$ cat config.mk
export PLATFORM = sky130hd
export DESIGN_NAME = goal_referee_flat
export DESIGN_NICKNAME = d
export VERILOG_FILES = /design/src/rtl/goal_referee_if.sv /design/src/rtl/goal_referee.sv /design/src/flat_wrapper.sv
export SDC_FILE = /design/constraint.sdc
export NUM_CORES = 1
export LEC_CHECK = 0
export CAP_MARGIN = 0
export CORE_UTILIZATION = 45
export CTS_BUF_LIST = sky130_fd_sc_hd__clkbuf_8
export DETAILED_ROUTE_END_ITERATION = 16
export HOLD_SLACK_MARGIN = 0.1
export PLACE_DENSITY = 0.85
export SLEW_MARGIN = 40
export SYNTH_ARGS = -nofsm -noshare
export SYNTH_HDL_FRONTEND = slang
export SYNTH_SLANG_ARGS = --single-unit
$ cat constraint.sdc
create_clock -name frame_clk -period 2.9 [get_ports frame_clk]
set_clock_uncertainty 0.1 [all_clocks]
set_input_delay 0.435 -clock frame_clk [delete_from_list [all_inputs] [get_ports frame_clk]]
set_output_delay 0.435 -clock frame_clk [all_outputs]
set_load 0.005 [all_outputs]
$ cat src/rtl/goal_referee_if.sv
// Ball-physics / referee / HUD signal bundle. The physics side drives the ball and
// the match commands; the referee drives the scoring, freeze and match-state outputs.
interface goal_referee_if #(
  parameter int COORD_W = 10,
  parameter int SCORE_W = 4,
  parameter int TIMER_W = 13
);
  logic [COORD_W-1:0] ball_x;
  logic [COORD_W-1:0] ball_y;
  logic [COORD_W-1:0] ball_r;
  logic               game_restart;
  logic               pause;
  logic               goal_scored;
  logic               left_goal;
  logic [SCORE_W-1:0] p1_score;
  logic [SCORE_W-1:0] p2_score;
  logic               freeze;
  logic               ball_reset;
  logic [TIMER_W-1:0] time_left;
  logic               overtime;
  logic               game_over;
  logic               p1_wins;

  modport master (
    output ball_x, ball_y, ball_r, game_restart, pause,
    input  goal_scored, left_goal, p1_score, p2_score, freeze, ball_reset,
           time_left, overtime, game_over, p1_wins
  );

  modport slave (
    input  ball_x, ball_y, ball_r, game_restart, pause,
    output goal_scored, left_goal, p1_score, p2_score, freeze, ball_reset,
           time_left, overtime, game_over, p1_wins
  );
endinterface

$ cat src/rtl/goal_referee.sv
// Match referee: multi-frame goal confirmation, saturating scores, match clock with
// sudden-death overtime, post-goal freeze / ball re-spawn and winner declaration.
module goal_referee #(
  parameter int COORD_W        = 10,
  parameter int SCORE_W        = 4,
  parameter int SCORE_MAX      = 9,
  parameter int WIN_SCORE      = 5,
  parameter int WIN_MARGIN     = 1,
  parameter int LEFT_GOAL_X    = 32,
  parameter int RIGHT_GOAL_X   = 604,
  parameter int GOAL_Y_TOP     = 176,
  parameter int GOAL_Y_BOTTOM  = 316,
  parameter int CONFIRM_FRAMES = 2,
  parameter int FREEZE_FRAMES  = 90,
  parameter int MATCH_FRAMES   = 5400,
  parameter int TIMER_W        = 13
) (
  input logic           frame_clk,
  input logic           Reset_n,
  goal_referee_if.slave bus
);

  localparam int CNT_W = (CONFIRM_FRAMES < 2) ? 1 : $clog2(CONFIRM_FRAMES + 1);
  localparam int FRZ_W = (FREEZE_FRAMES < 2) ? 1 : $clog2(FREEZE_FRAMES);
  localparam bit TIMED = (MATCH_FRAMES != 0);

  localparam logic [COORD_W:0]   LEFT_X    = (COORD_W+1)'(LEFT_GOAL_X);
  localparam logic [COORD_W:0]   RIGHT_X   = (COORD_W+1)'(RIGHT_GOAL_X);
  localparam logic [COORD_W-1:0] Y_TOP     = COORD_W'(GOAL_Y_TOP);
  localparam logic [COORD_W-1:0] Y_BOT     = COORD_W'(GOAL_Y_BOTTOM);
  localparam logic [CNT_W-1:0]   CONFIRM_N = CNT_W'(CONFIRM_FRAMES);
  localparam logic [CNT_W-1:0]   CNT_ONE   = CNT_W'(1);
  localparam logic [FRZ_W-1:0]   FRZ_LOAD  = FRZ_W'(FREEZE_FRAMES - 1);
  localparam logic [FRZ_W-1:0]   FRZ_ONE   = FRZ_W'(1);
  localparam logic [SCORE_W-1:0] S_MAX     = SCORE_W'(SCORE_MAX);
  localparam logic [SCORE_W-1:0] S_ONE     = SCORE_W'(1);
  localparam logic [TIMER_W-1:0] T_INIT    = TIMER_W'(MATCH_FRAMES);
  localparam logic [TIMER_W-1:0] T_ONE     = TIMER_W'(1);

  typedef enum logic [1:0] {ST_PLAY, ST_FREEZE, ST_OVER} state_t;

  state_t             state_q, state_d;
  logic [CNT_W-1:0]   cnt_q, cnt_d;
  logic               side_q, side_d;
  logic [FRZ_W-1:0]   frz_q, frz_d;
  logic [SCORE_W-1:0] p1_q, p1_d;
  logic [SCORE_W-1:0] p2_q, p2_d;
  logic               left_goal_q, left_goal_d;
  logic [TIMER_W-1:0] time_q, time_d;
  logic               ot_q, ot_d;
  logic               p1_wins_q, p1_wins_d;
  logic               goal_q, goal_d;
  logic               ball_reset_q, ball_reset_d;

  logic               in_y, in_left, in_right, in_goal;
  logic [CNT_W-1:0]   run_cnt;
  logic               confirm;
  logic [SCORE_W-1:0] p1_inc, p2_inc;
  logic               scorer_wins;
  logic               freeze_w, game_over_w;

  function automatic logic [SCORE_W-1:0] sat_inc(input logic [SCORE_W-1:0] s);
    return (s >= S_MAX) ? S_MAX : s + S_ONE;
  endfunction

  function automatic logic reaches_win(input logic [SCORE_W-1:0] mine,
                                       input logic [SCORE_W-1:0] theirs);
    return (int'(mine) >= WIN_SCORE) && (int'(mine) >= int'(theirs) + WIN_MARGIN);
  endfunction

  // Goal region; sums are one bit wider so a radius larger than x cannot wrap.
  always_comb begin
    in_y     = (bus.ball_y >= Y_TOP) && (bus.ball_y <= Y_BOT);
    in_left  = in_y && ({1'b0, bus.ball_x} <= LEFT_X + {1'b0, bus.ball_r});
    in_right = in_y && (({1'b0, bus.ball_x} + {1'b0, bus.ball_r}) >= RIGHT_X);
    in_goal  = in_left || in_right;
  end

  always_comb begin
    run_cnt = '0;
    if (in_goal) begin
      run_cnt = ((cnt_q != '0) && (side_q == in_left)) ? cnt_q + CNT_ONE : CNT_ONE;
    end
    confirm     = in_goal && (run_cnt == CONFIRM_N);
    p1_inc      = sat_inc(p1_q);
    p2_inc      = sat_inc(p2_q);
    scorer_wins = in_left ? reaches_win(p2_inc, p1_q) : reaches_win(p1_inc, p2_q);
  end

  // FSM: state register
  always_ff @(posedge frame_clk or negedge Reset_n) begin
    if (!Reset_n) begin
      state_q <= ST_PLAY;
    end else begin
      state_q <= state_d;
    end
  end

  // FSM: next state and datapath next values
  always_comb begin
    state_d      = state_q;
    cnt_d        = cnt_q;
    side_d       = side_q;
    frz_d        = frz_q;
    p1_d         = p1_q;
    p2_d         = p2_q;
    left_goal_d  = left_goal_q;
    time_d       = time_q;
    ot_d         = ot_q;
    p1_wins_d    = p1_wins_q;
    goal_d       = 1'b0;
    ball_reset_d = 1'b0;

    if (bus.game_restart) begin
      state_d     = ST_PLAY;
      cnt_d       = '0;
      side_d      = 1'b0;
      frz_d       = '0;
      p1_d        = '0;
      p2_d        = '0;
      left_goal_d = 1'b0;
      time_d      = T_INIT;
      ot_d        = 1'b0;
      p1_wins_d   = 1'b0;
    end else if (!bus.pause) begin
      unique case (state_q)
        ST_PLAY: begin
          if (TIMED && (time_q != '0)) time_d = time_q - T_ONE;
          cnt_d = run_cnt;
          if (in_goal) side_d = in_left;
          if (confirm) begin
            // A goal in the expiry frame wins over expiry; expiry is re-checked after the freeze.
            goal_d      = 1'b1;
            left_goal_d = in_left;
            cnt_d       = '0;
            if (in_left) p2_d = p2_inc;
            else         p1_d = p1_inc;
            if (ot_q || scorer_wins) begin
              state_d   = ST_OVER;
              p1_wins_d = !in_left;
            end else begin
              state_d = ST_FREEZE;
              frz_d   = FRZ_LOAD;
            end
          end else if (TIMED && (time_q == '0) && !ot_q) begin
            if (p1_q != p2_q) begin
              state_d   = ST_OVER;
              p1_wins_d = (p1_q > p2_q);
            end else begin
              ot_d = 1'b1;
            end
          end
        end
        ST_FREEZE: begin
          cnt_d = '0;
          if (frz_q == '0) begin
            state_d      = ST_PLAY;
            ball_reset_d = 1'b1;
          end else begin
            frz_d = frz_q - FRZ_ONE;
          end
        end
        default: ;
      endcase
    end
  end

  // FSM: state-decoded outputs
  always_comb begin
    freeze_w    = (state_q == ST_FREEZE);
    game_over_w = (state_q == ST_OVER);
  end

  always_ff @(posedge frame_clk or negedge Reset_n) begin
    if (!Reset_n) begin
      cnt_q        <= '0;
      side_q       <= 1'b0;
      frz_q        <= '0;
      p1_q         <= '0;
      p2_q         <= '0;
      left_goal_q  <= 1'b0;
      time_q       <= T_INIT;
      ot_q         <= 1'b0;
      p1_wins_q    <= 1'b0;
      goal_q       <= 1'b0;
      ball_reset_q <= 1'b0;
    end else begin
      cnt_q        <= cnt_d;
      side_q       <= side_d;
      frz_q        <= frz_d;
      p1_q         <= p1_d;
      p2_q         <= p2_d;
      left_goal_q  <= left_goal_d;
      time_q       <= time_d;
      ot_q         <= ot_d;
      p1_wins_q    <= p1_wins_d;
      goal_q       <= goal_d;
      ball_reset_q <= ball_reset_d;
    end
  end

  assign bus.goal_scored = goal_q;
  assign bus.left_goal   = left_goal_q;
  assign bus.p1_score    = p1_q;
  assign bus.p2_score    = p2_q;
  assign bus.freeze      = freeze_w;
  assign bus.ball_reset  = ball_reset_q;
  assign bus.time_left   = time_q;
  assign bus.overtime    = ot_q;
  assign bus.game_over   = game_over_w;
  assign bus.p1_wins     = p1_wins_q;

endmodule

$ cat src/flat_wrapper.sv
// flat-port wrapper written by rule: the top's interface ports become plain ports
module goal_referee_flat 
#(
  parameter int COORD_W        = 10,
  parameter int SCORE_W        = 4,
  parameter int SCORE_MAX      = 9,
  parameter int WIN_SCORE      = 5,
  parameter int WIN_MARGIN     = 1,
  parameter int LEFT_GOAL_X    = 32,
  parameter int RIGHT_GOAL_X   = 604,
  parameter int GOAL_Y_TOP     = 176,
  parameter int GOAL_Y_BOTTOM  = 316,
  parameter int CONFIRM_FRAMES = 2,
  parameter int FREEZE_FRAMES  = 90,
  parameter int MATCH_FRAMES   = 5400,
  parameter int TIMER_W        = 13
)
  (frame_clk, Reset_n, bus_ball_x, bus_ball_y, bus_ball_r, bus_game_restart, bus_pause, bus_goal_scored, bus_left_goal, bus_p1_score, bus_p2_score, bus_freeze, bus_ball_reset, bus_time_left, bus_overtime, bus_game_over, bus_p1_wins);
  goal_referee_if #(.COORD_W(COORD_W), .SCORE_W(SCORE_W), .TIMER_W(TIMER_W)) bus_i ();
  input logic frame_clk;
  input logic Reset_n;
  input wire logic [$bits(bus_i.ball_x)-1:0] bus_ball_x;
  input wire logic [$bits(bus_i.ball_y)-1:0] bus_ball_y;
  input wire logic [$bits(bus_i.ball_r)-1:0] bus_ball_r;
  input wire logic [$bits(bus_i.game_restart)-1:0] bus_game_restart;
  input wire logic [$bits(bus_i.pause)-1:0] bus_pause;
  output wire logic [$bits(bus_i.goal_scored)-1:0] bus_goal_scored;
  output wire logic [$bits(bus_i.left_goal)-1:0] bus_left_goal;
  output wire logic [$bits(bus_i.p1_score)-1:0] bus_p1_score;
  output wire logic [$bits(bus_i.p2_score)-1:0] bus_p2_score;
  output wire logic [$bits(bus_i.freeze)-1:0] bus_freeze;
  output wire logic [$bits(bus_i.ball_reset)-1:0] bus_ball_reset;
  output wire logic [$bits(bus_i.time_left)-1:0] bus_time_left;
  output wire logic [$bits(bus_i.overtime)-1:0] bus_overtime;
  output wire logic [$bits(bus_i.game_over)-1:0] bus_game_over;
  output wire logic [$bits(bus_i.p1_wins)-1:0] bus_p1_wins;
  assign bus_i.ball_x = bus_ball_x;
  assign bus_i.ball_y = bus_ball_y;
  assign bus_i.ball_r = bus_ball_r;
  assign bus_i.game_restart = bus_game_restart;
  assign bus_i.pause = bus_pause;
  assign bus_goal_scored = bus_i.goal_scored;
  assign bus_left_goal = bus_i.left_goal;
  assign bus_p1_score = bus_i.p1_score;
  assign bus_p2_score = bus_i.p2_score;
  assign bus_freeze = bus_i.freeze;
  assign bus_ball_reset = bus_i.ball_reset;
  assign bus_time_left = bus_i.time_left;
  assign bus_overtime = bus_i.overtime;
  assign bus_game_over = bus_i.game_over;
  assign bus_p1_wins = bus_i.p1_wins;
  goal_referee #(.COORD_W(COORD_W), .SCORE_W(SCORE_W), .SCORE_MAX(SCORE_MAX), .WIN_SCORE(WIN_SCORE), .WIN_MARGIN(WIN_MARGIN), .LEFT_GOAL_X(LEFT_GOAL_X), .RIGHT_GOAL_X(RIGHT_GOAL_X), .GOAL_Y_TOP(GOAL_Y_TOP), .GOAL_Y_BOTTOM(GOAL_Y_BOTTOM), .CONFIRM_FRAMES(CONFIRM_FRAMES), .FREEZE_FRAMES(FREEZE_FRAMES), .MATCH_FRAMES(MATCH_FRAMES), .TIMER_W(TIMER_W)) u_core (.frame_clk(frame_clk), .Reset_n(Reset_n), .bus(bus_i));
endmodule
Yosys cells after proc, flatten, opt, wreduce, memory -nomap -nowiden
Index checks and enable logic that the tools add are counted.
{"block": "totals", "out_inout_bits": 28, "wordCells": 150, "in_bits": 34, "ff_bits": 38}
{"block": "op_classes", "n_reduce_logical": 36, "addsub": 9, "n_eq_ne": 16, "mux": 66, "order_cmp": 11}
{"cell": "$ge 5x32->1", "count": 2}
{"cell": "$mux 13", "count": 4}
{"cell": "$mux 4", "count": 12}
{"cell": "$mux 7", "count": 5}
{"cell": "$mux 1", "count": 30}
{"cell": "$mux 2", "count": 12}
{"cell": "$reduce_and 5->1", "count": 4}
{"cell": "$pmux 7 s2", "count": 1}
{"cell": "$reduce_bool 2->1", "count": 7}
{"cell": "$logic_not 13->1", "count": 1}
{"cell": "$reduce_bool 13->1", "count": 1}
{"cell": "$sub 13x1->13 const B", "count": 1}
{"cell": "$add 10x10->11", "count": 1}
{"cell": "$add 6x10->11 const A", "count": 1}
{"cell": "$ge 11x10->1 const B", "count": 1}
{"cell": "$le 10x11->1", "count": 1}
{"cell": "$add 4x1->5 const B", "count": 2}
{"cell": "$ge 10x8->1 const B", "count": 1}
{"cell": "$le 10x9->1 const B", "count": 1}
{"cell": "$ne 3x3->1 const B", "count": 3}
{"cell": "$reduce_and 3->1", "count": 3}
{"cell": "$reduce_bool 3->1", "count": 3}
{"cell": "$add 4x1->4 const B", "count": 2}
{"cell": "$ge 4x3->1 const B", "count": 2}
{"cell": "other kinds (19)", "count": 37}

Logic depth before layout (Yosys ltp)
{"block": "logic_depth", "word_depth": 13, "mapped_depth": 15, "mapped_depth_nobuf": 15}

Least setup slack after synthesis
OpenSTA, ideal clock, no wires.
{"block": "synth_timing", "kind": "in2reg", "from": "in bus_ball_r[5]", "to": "reg u_core.frz_q[1]", "required_time_ns": 2.722, "t_arrival_ns": 3.108, "setup_ns": 0.078, "slack_ns": -0.386, "path_buffers": 0, "path_stages": 12, "path_cell_list": "ha_1 > inv_1 > ha_1 > a21o_1 > a21o_1 > a211o_1 > a2111oi_4 > a21oi_2 > a211oi_4 > a31oi_4 > or3_1 > a21oi_1"}
{"block": "synth_between", "elab_chain_cells": 11, "word_cells_on_any_way": 18, "cone_classes": "2 x add/sub; 2 x order compare; 4 x eq/ne; 3 x mux; 7 x reduce/logical"}
{"element": "start: declaration", "line_no": "flat_wrapper.sv:24", "rtl": "input wire logic [$bits(bus_i.ball_r)-1:0] bus_ball_r;"}
{"element": "$add 6x10->11", "line_no": "goal_referee.sv:74", "rtl": "in_left = in_y && ({1'b0, bus.ball_x} <= LEFT_X + {1'b0, bus.ball_r});"}
{"element": "$le 10x11->1", "line_no": "goal_referee.sv:74"}
{"element": "$logic_and 1x1->1", "line_no": "goal_referee.sv:74"}
{"element": "$eq 1x1->1", "line_no": "goal_referee.sv:82", "rtl": "run_cnt = ((cnt_q != '0) && (side_q == in_left)) ? cnt_q + CNT_ONE : CNT_ONE;"}
{"element": "$logic_and 1x1->1", "line_no": "goal_referee.sv:82"}
{"element": "$mux 2", "line_no": "goal_referee.sv:82"}
{"element": "$mux 2", "line_no": "goal_referee.sv:81", "rtl": "if (in_goal) begin"}
{"element": "$eq 2x2->1", "line_no": "goal_referee.sv:84", "rtl": "confirm = in_goal && (run_cnt == CONFIRM_N);"}
{"element": "$logic_and 1x1->1", "line_no": "goal_referee.sv:84"}
{"element": "$ne 3x2->1 (no line)"}
{"element": "$reduce_and 5->1 (no line) (*)"}
{"element": "end signal: assignment", "line_no": "goal_referee.sv:190", "rtl": "frz_q <= frz_d;"}
{"element": "end: declaration", "line_no": "goal_referee.sv:45", "rtl": "logic [FRZ_W-1:0] frz_q, frz_d;"}
Mark *: on every way between the ends. The rest lies on a longest branch, timed or not.
A chain may end at the register's enable or synchronous reset.

Worst setup path in the final report
{"block": "layout_timing", "from": "in bus_ball_x[0]", "to": "reg u_core.frz_q[4]"}
{"block": "layout_between", "elab_chain_cells": 10, "word_cells_on_any_way": 17, "cone_classes": "1 x add/sub; 2 x order compare; 4 x eq/ne; 3 x mux; 7 x reduce/logical"}
{"element": "start: declaration", "line_no": "flat_wrapper.sv:22", "rtl": "input wire logic [$bits(bus_i.ball_x)-1:0] bus_ball_x;"}
{"element": "branches (longest 9 deep; another with $add 10x10->11)"}
{"element": "$reduce_and 5->1 (no line) (*)"}
Mark *: on every way between the ends.

==> impl_results.md <==
- Share of layout cells above drive strength 1: roughly 36%
- Initial DRC count: 354
- WP data arrival: 3.25 ns
- Largest net degree at the start of global routing: 39
- Clock sink total: 38
- Global Route Usage Sum: 28.1%
- Post-synth cell types: 62
- Unrepaired setup endpoints after global routing: true
- Measured slew at the worst slew-check pin: roughly 0.53 ns
- Top FF cell, synth: dfrtp_1
- CP Capture Type: flop
- Die Y: 87.4 microns
- Worst path required time: 3.00 ns
- DRC Markers: 0
- Fraction of registers with async set/reset: 100%
- CTS tree: done
- Global-route wire length before repair: between 15000 and 20000 microns
- Worst-path clk slew: 0.08 ns
- Initial Util: 47.5%
- Final Instance Area: 5280 sq um
- HP Class: reg -> reg
- Vias/cell: about 5.8
- Slew headroom: 64.9%
- Antenna diode instance count: 0
- Top post-synthesis cells by area: dfrtp_1 25%, ha_1 16%, nor2_1 5.4%
- Area growth from synthesis to layout: 61.0%
- Synthesized Nets: 463
- GRT Residual Overflow: 0
- Synth Area in XOR/XNOR: approximately 5.1%
- Chip width: between 80 and 90 microns
- HPWL Detailed: 7020 microns
- FMAX: around 320 MHz
- Antenna violations before repair: 0
- Synth Area in Simple Gates: a little under a quarter
- Post-Synth Adder-Cell Area: 16.6%
- Nets: 623
- Antenna-violating nets left: 0
- Register area share after synthesis: a little under 30%
- Iteration count of the initial detailed-routing pass: 5
- Row Count: 30
- Post-synthesis register bit count: 38
- Post-DP Area: about 4600 sq um
- Mux share of post-synthesis cell area: 0.305%
- P_leak: 0.00228 uW
- CP Launch Type: input port
- PD cells: roughly 280 nW/um^2
- Post-Syn Area: ~3300 sq um
- Vias in the first global route: 3706
- Largest family of logic cells by synthesized area: simple AND/OR/NAND/NOR gates
- Critical path type: in -> reg
- Failing checks: setup timing
- Routed via count: 3739
- Yosys warns: 0
- CTS max path bufs: 2
- CORE AREA: between 6000 and 7000 sq um
- Post-synthesis cell count: 386
- Num CTS Buffers: 5
- Most instantiated library cell after synthesis: nor2_1
- Final Worst Setup Slack: -0.257 ns
- Worst skew pair latency: 0.30 ns
- Yosys top cell by area: dfrtp_1
- Tcrit/Tclk final: 109%
- I/O Pins: 62
- Pins over their slew limit: 0
- Port buffer count: 61
- Yosys top cell area share: 25.2%
- GPL Wtd Cong: approximately 0.86
- Outcome: finished with violations
- Synth top cells by count: 47 x nor2_1, 42 x ha_1, 34 x nand2_1
- Synth Area in Compound Gates: 21.3%
- H-tree Lvls: 2
- CP Max Fanout: 6
- Number of synthesized flops with an enable pin: 0
- Fin util: about three quarters
- Setup Viol. Count Final: 23
- Period minus WS final: 3.16 ns
- WL/cell: 17.1 microns
- CTS root buf: clkbuf_8
- Mapped Avg Cell Area: 8.50 sq um
- WL final: approximately 11000 microns
- Maximum VDD drop: 0.337 mV
- Final hold violations: 0
- Area of the die: ~7600 sq um
- Max-Cap Viols: 0
## final timing paths
path / startpoint / endpoint / slack, ns / cells past startpoint
worst max register to register: u_core.bus.p2_score[0] / u_core.frz_q[1] / -0.24 / 15
worst min register to register: u_core.bus.time_left[12] / u_core.bus.time_left[12] / 0.43 / 2
max in group asynchronous: Reset_n / u_core.bus.time_left[4] / 1.80 / 2
worst min-delay path: u_core.bus.time_left[12] / u_core.bus.time_left[12] / 0.43 / 2
worst max-delay path: bus_ball_x[0] / u_core.frz_q[4] / -0.26 / 14
min in group asynchronous: Reset_n / u_core.bus.time_left[2] / 0.54 / 2
## flip-flops by register name (all words and copies together) (netlist names)
register and count:
u_core.bus.left_goal 1, u_core.cnt_q 2, u_core.bus.p1_wins 1, u_core.bus.ball_reset 1, u_core.bus.time_left 13, u_core.bus.p1_score 4
u_core.bus.overtime 1, u_core.state_q 2, u_core.bus.p2_score 4, u_core.bus.goal_scored 1, u_core.frz_q 7, u_core.side_q 1
## critical path, stage by stage
cell and delay, ns:
buf_2 0.12, ha_4 0.16, fa_2 0.36, nor2b_4 0.14, o211ai_1 0.30, a31o_1 0.25
o2111ai_4 0.17, o41ai_4 0.48, a211oi_4 0.05, buf_6 0.15, a31oi_4 0.25, buf_4 0.16
a21oi_2 0.03, o21a_1 0.17
## final cells by class
class	instances	area, sq um
Timing Repair Buffer	160	1370
Sequential cell	38	957
Inverter	30	113
Clock inverter	2	33.8
Fill cell	431	1630
Tap cell	96	120
Clock buffer	6	82.6
Multi-Input combinational cell	311	2600
## metrics by stage
| stage | instances | TNS, ns | hold WS [ns] | setup WS (ns) | total power (uW) |
|---|---|---|---|---|---|
| 2_1_floorplan | 386 | -1.08 | 0.0394 | -0.204 | 738 |
| 3_3_place_gp | 610 | -17.04 | 0.362 | -0.809 | 906 |
| 3_5_place_dp | 610 | -22.44 | 0.372 | -1.12 | 919 |
| 4_1_cts | 635 | -1.65 | 0.164 | -0.148 | 1450 |
| 5_1_grt | 643 | -5.93 | 0.459 | -0.350 | 1540 |
| 6_report | 643 | -3.84 | 0.427 | -0.257 | 1480 |
## routing by layer
layer | track usage, % | vias up | wire, microns
met5 | 0 | - | 0
met2 | 52.8 | 175 | 5870
met1 | 31.5 | 1820 | 4210
li1 | - | 1712 | -
met3 | 5.12 | 32 | 685
met4 | 9.99 | 0 | 249
## cells in the final DEF, fill, tap and decap left out, drive strengths merged, types with 3 or more instances in the layout
cell type and count:
clkbuf 6, nor4 3, nand3 13, nand4 3, o31ai 5, nor3b 3
a211oi 7, clkdlybuf4s50 41, xnor2 9, dfstp 5, ha 42, dlygate4sd2 9
o21ai 16, a21oi 31, xor2 10, or4 4, or3 5, nor2b 8
buf 104, dfrtp 33, a21o 6, a31oi 5, clkdlybuf4s15 5, o21a 5
nand2b 4, and4 3, nand3b 5, inv 31, nor3 12, a22o 3
nor2 48, nand2 34
## where the power goes
group          switching, uW  internal (uW)
registers               10.9            541
logic                    227            229
clock network            196            277
total                    434           1050
## kinds of logic (layout without fill, tap and decap cells)
group,count (synthesis),in the layout
compound gates,97,97
xor+xnor,19,19
flops,38,38
mux,1,1
buf+inv,37,198
fa+ha+maj,43,43
simple gates,151,151
## what timing repair did
action                     in CTS  in global routing
setup endpoints to repair      24                 26
setup buffers                  18                  7
hold endpoints to repair        0                 33
pin swaps                      45                 25
resized for setup             105                 33
hold buffers                    0                  1
(Power assumes the default switching activity.)
==> variant 1, RTL diff (same settings) <==
`COORD_W` is set to 10 in 3 places; all go to 5.
--- a/src/rtl/goal_referee_if.sv
+++ b/src/rtl/goal_referee_if.sv
@@ -1,7 +1,7 @@
 // Ball-physics / referee / HUD signal bundle. The physics side drives the ball and
 // the match commands; the referee drives the scoring, freeze and match-state outputs.
 interface goal_referee_if #(
-  parameter int COORD_W = 10,
+  parameter int COORD_W = 5,
   parameter int SCORE_W = 4,
   parameter int TIMER_W = 13
 );
--- a/src/rtl/goal_referee.sv
+++ b/src/rtl/goal_referee.sv
@@ -1,7 +1,7 @@
 // Match referee: multi-frame goal confirmation, saturating scores, match clock with
 // sudden-death overtime, post-goal freeze / ball re-spawn and winner declaration.
 module goal_referee #(
-  parameter int COORD_W        = 10,
+  parameter int COORD_W        = 5,
   parameter int SCORE_W        = 4,
   parameter int SCORE_MAX      = 9,
   parameter int WIN_SCORE      = 5,
--- a/src/flat_wrapper.sv
+++ b/src/flat_wrapper.sv
@@ -1,7 +1,7 @@
 // flat-port wrapper written by rule: the top's interface ports become plain ports
 module goal_referee_flat 
 #(
-  parameter int COORD_W        = 10,
+  parameter int COORD_W        = 5,
   parameter int SCORE_W        = 4,
   parameter int SCORE_MAX      = 9,
   parameter int WIN_SCORE      = 5,
Ports: changed (resized bus_ball_r, bus_ball_x and bus_ball_y); port bits go from 62 to 47. The function was not compared with the original's and may differ.
==> variant 1 against the original RTL <==
The flow still finishes with violations (setup timing); critical path type is now register to register; area after synthesis down 28%; power down 25%; final cell count is 41% lower; setup slack better by 0.20 ns; die area is 28% lower; wire length fell by 52%; core utilization decreased by 13 points; final area decreased by 41%; sequential cell count unchanged; non-clock buffer count down 105.
==> variant 1: results (changes against the original RTL) <==
metric,value,unit,change
min_to,u_core.side_q,,was u_core.bus.time_left[12]
dpl_cell_area,0.00287,mm²,was 0.00457 mm²
crit_path_start_kind,register,,was primary input
fin_ws,-0.0544,ns,was -0.257 ns
cts_resized,11,,was 105
synth_commonest_cells,"41 x nor2_1, 33 x dfrtp_1, 23 x inv_1, 17 x ha_1, 14 x a21oi_1",,"was 47 x nor2_1, 42 x ha_1, 34 x nand2_1, 33 x dfrtp_1, 30 x a21oi_1"
violations,setup timing,,unchanged
placedCellCount,367,,was 610
fillers,423,,was 431
synthTopCellsByArea,"dfrtp_1 35%, ha_1 9.0%, nor2_1 6.5%",,"was dfrtp_1 25%, ha_1 16%, nor2_1 5.4%"
worst-path-max-fanout,3,,was 6
first_pass_iters,4,,was 5
drt_wl_total,5280,µm,was 11000 µm
tightest_slew,0.511,ns,was 0.526 ns
syn_nets,295,,was 463
fin_setup_tns,-0.0544,ns,was -3.84 ns
slowest_stage,a2111o_1,,was o41ai_4
arrival,3.04,ns,was 3.25 ns
port_buffers,36,,was 61
syn_avg_cell_area,9.08,µm²,was 8.50 µm²
wl_met2,2500,µm,was 5870 µm
use_met3,0.0352,,was 0.0512
setup_viol,1,,was 23
ctsHoldBuffers,1,,was 0
leakagePower,1.29,nW,was 2.28 nW
first_global_vias,2007,,was 3706
fin_nets,348,,was 623
ff2ff_path_depth,14,,was 15
yosysSeqAreaShare,0.407,,was 0.292
wl_per_cell,13.9,µm,was 17.1 µm
place_worst_setup_slack,-0.158,ns,was -1.12 ns
status,finished with violations,,unchanged
drive_gt1_frac,0.211,,was 0.358
vdd_ir_drop_max,241,µV,was 337 µV
==> variant 1: cell families (layout without fill, tap and decap cells) <==
kind of cell	Yosys count	count (layout)	synth area share
buffers and inverters	32	86	0.0543
xor gates and xnor gates	14	14	0.0522
AOI/OAI and AO/OA	44	44	0.126
DFF	38	38	0.407
and+or+nand+nor	113	113	0.266
adders and majority gates	17	17	0.0905
muxes	1	1	0.00479
==> variant 1: power groups by stage <==
stage                     combinational [mW]  clock [mW]  sequential (mW)
after global routing                   0.166       0.420            0.573
after global placement                 0.137           0            0.580
after floorplan                       0.0802           0            0.577
after CTS                              0.146       0.395            0.570
final                                  0.149       0.385            0.571
after detailed placement               0.142           0            0.580
==> variant 1: area by class of cell <==
class | count | area share
clock inverter | 2 | 0.00402
sequential | 38 | 0.308
timing repair buffer | 55 | 0.162
clock buffer | 6 | 0.0265
inverter | 23 | 0.0277
tap | 67 | 0.0269
multi-input combinational | 189 | 0.445
==> variant 2, RTL diff (same settings) <==
Made on the original files. Re-encode `state_t` (3 states) as one-hot, 3 bits wide.
--- a/src/rtl/goal_referee.sv
+++ b/src/rtl/goal_referee.sv
@@ -37,7 +37,7 @@
   localparam logic [TIMER_W-1:0] T_INIT    = TIMER_W'(MATCH_FRAMES);
   localparam logic [TIMER_W-1:0] T_ONE     = TIMER_W'(1);
 
-  typedef enum logic [1:0] {ST_PLAY, ST_FREEZE, ST_OVER} state_t;
+  typedef enum logic [2:0] {ST_PLAY = 3'b001, ST_FREEZE = 3'b010, ST_OVER = 3'b100} state_t;
 
   state_t             state_q, state_d;
   logic [CNT_W-1:0]   cnt_q, cnt_d;
Function: same outputs for any inputs over 10 cycles, from zero or initial values and one cycle with Reset_n low; not proved beyond that.
==> variant 2 against the original RTL <==
The flow still finishes with violations (setup timing); wire length up 14%; area after synthesis up 4.3%; critical path type is now register to register; sequential share of layout area about the same; final cell count up 0.47%; final area up 3.3%; die area up 4.2%; sequential cell count up 1; fmax down 0.96%; non-clock buffer count down 7; power up 21%; setup slack worse by 0.031 ns; global-route usage down 0.31 points.
==> variant 2: results (changes against the original RTL) <==
metric,value,unit,change
dpl_cell_area,0.00470,mm²,was 0.00457 mm²
arrival,3.28,ns,was 3.25 ns
vdd_ir_drop_max,375,µV,was 337 µV
totalPowerFinal,1.79,mW,was 1.48 mW
holdWs,0.459,ns,was 0.427 ns
status,finished with violations,,unchanged
slowest_stage,dfrtp_2,,was o41ai_4
post_cts_buffers,9,,was 18
yosysSeqAreaShare,0.287,,was 0.292
grt_start_max_net_pins,40,,was 39
via_per_inst,5.99,,was 5.81
violations,setup timing,,unchanged
dr_wl_met3,1000,µm,was 685 µm
wl_per_cell,19.5,µm,was 17.1 µm
drive_gt1_frac,0.406,,was 0.358
first_global_vias,3684,,was 3706
setup_viol,12,,was 23
syn_nets,473,,was 463
synthTopCellsByArea,"dfrtp_1 24%, ha_1 15%, dfstp_2 4.6%",,"was dfrtp_1 25%, ha_1 16%, nor2_1 5.4%"
synth.distinct_cells,71,,was 62
fin_setup_tns,-2.01,ns,was -3.84 ns
wl_met2,6490,µm,was 5870 µm
grtUsageTotal,0.278,,was 0.281
gr-usage-met1,0.321,,was 0.315
powerClk,463,µW,was 473 µW
fin_ws,-0.288,ns,was -0.257 ns
## variant 2: cell types whose count changed in the layout (fill, tap and decap cells not counted), moves of 4 or more
| cell | change |
|---|---|
| clkdlybuf4s15_2 | -5 |
| nor2_2 | +4 |
| ha_4 | +4 |
| clkbuf_2 | +9 |
| nand3b_1 | -5 |
| inv_2 | -4 |
| dlygate4sd2_1 | -8 |
| buf_4 | -8 |
| dlymetal6s2s_1 | +4 |
| nand2_1 | -6 |
| nor2_1 | -13 |
| ha_1 | -5 |
## variant 2: layout make-up
cell class                 instances  area (µm²)
sequential                        39         987
clock inverter                     3        43.8
tap                               99         124
multi-input combinational        319        2830
inverter                          28         108
fill                             480        1840
timing repair buffer             153        1290
clock buffer                       5        68.8
## variant 2: cells by family after synthesis
kind of cell	Yosys count	share of synthesized area
AND/OR/NAND/NOR	151	0.234
AO/OA/AOI/OAI	97	0.199
adder cells (fa/ha/maj)	43	0.159
flip-flops	39	0.287
buffers and inverters	38	0.0435
XOR/XNOR	22	0.0563
multiplexers	6	0.0208
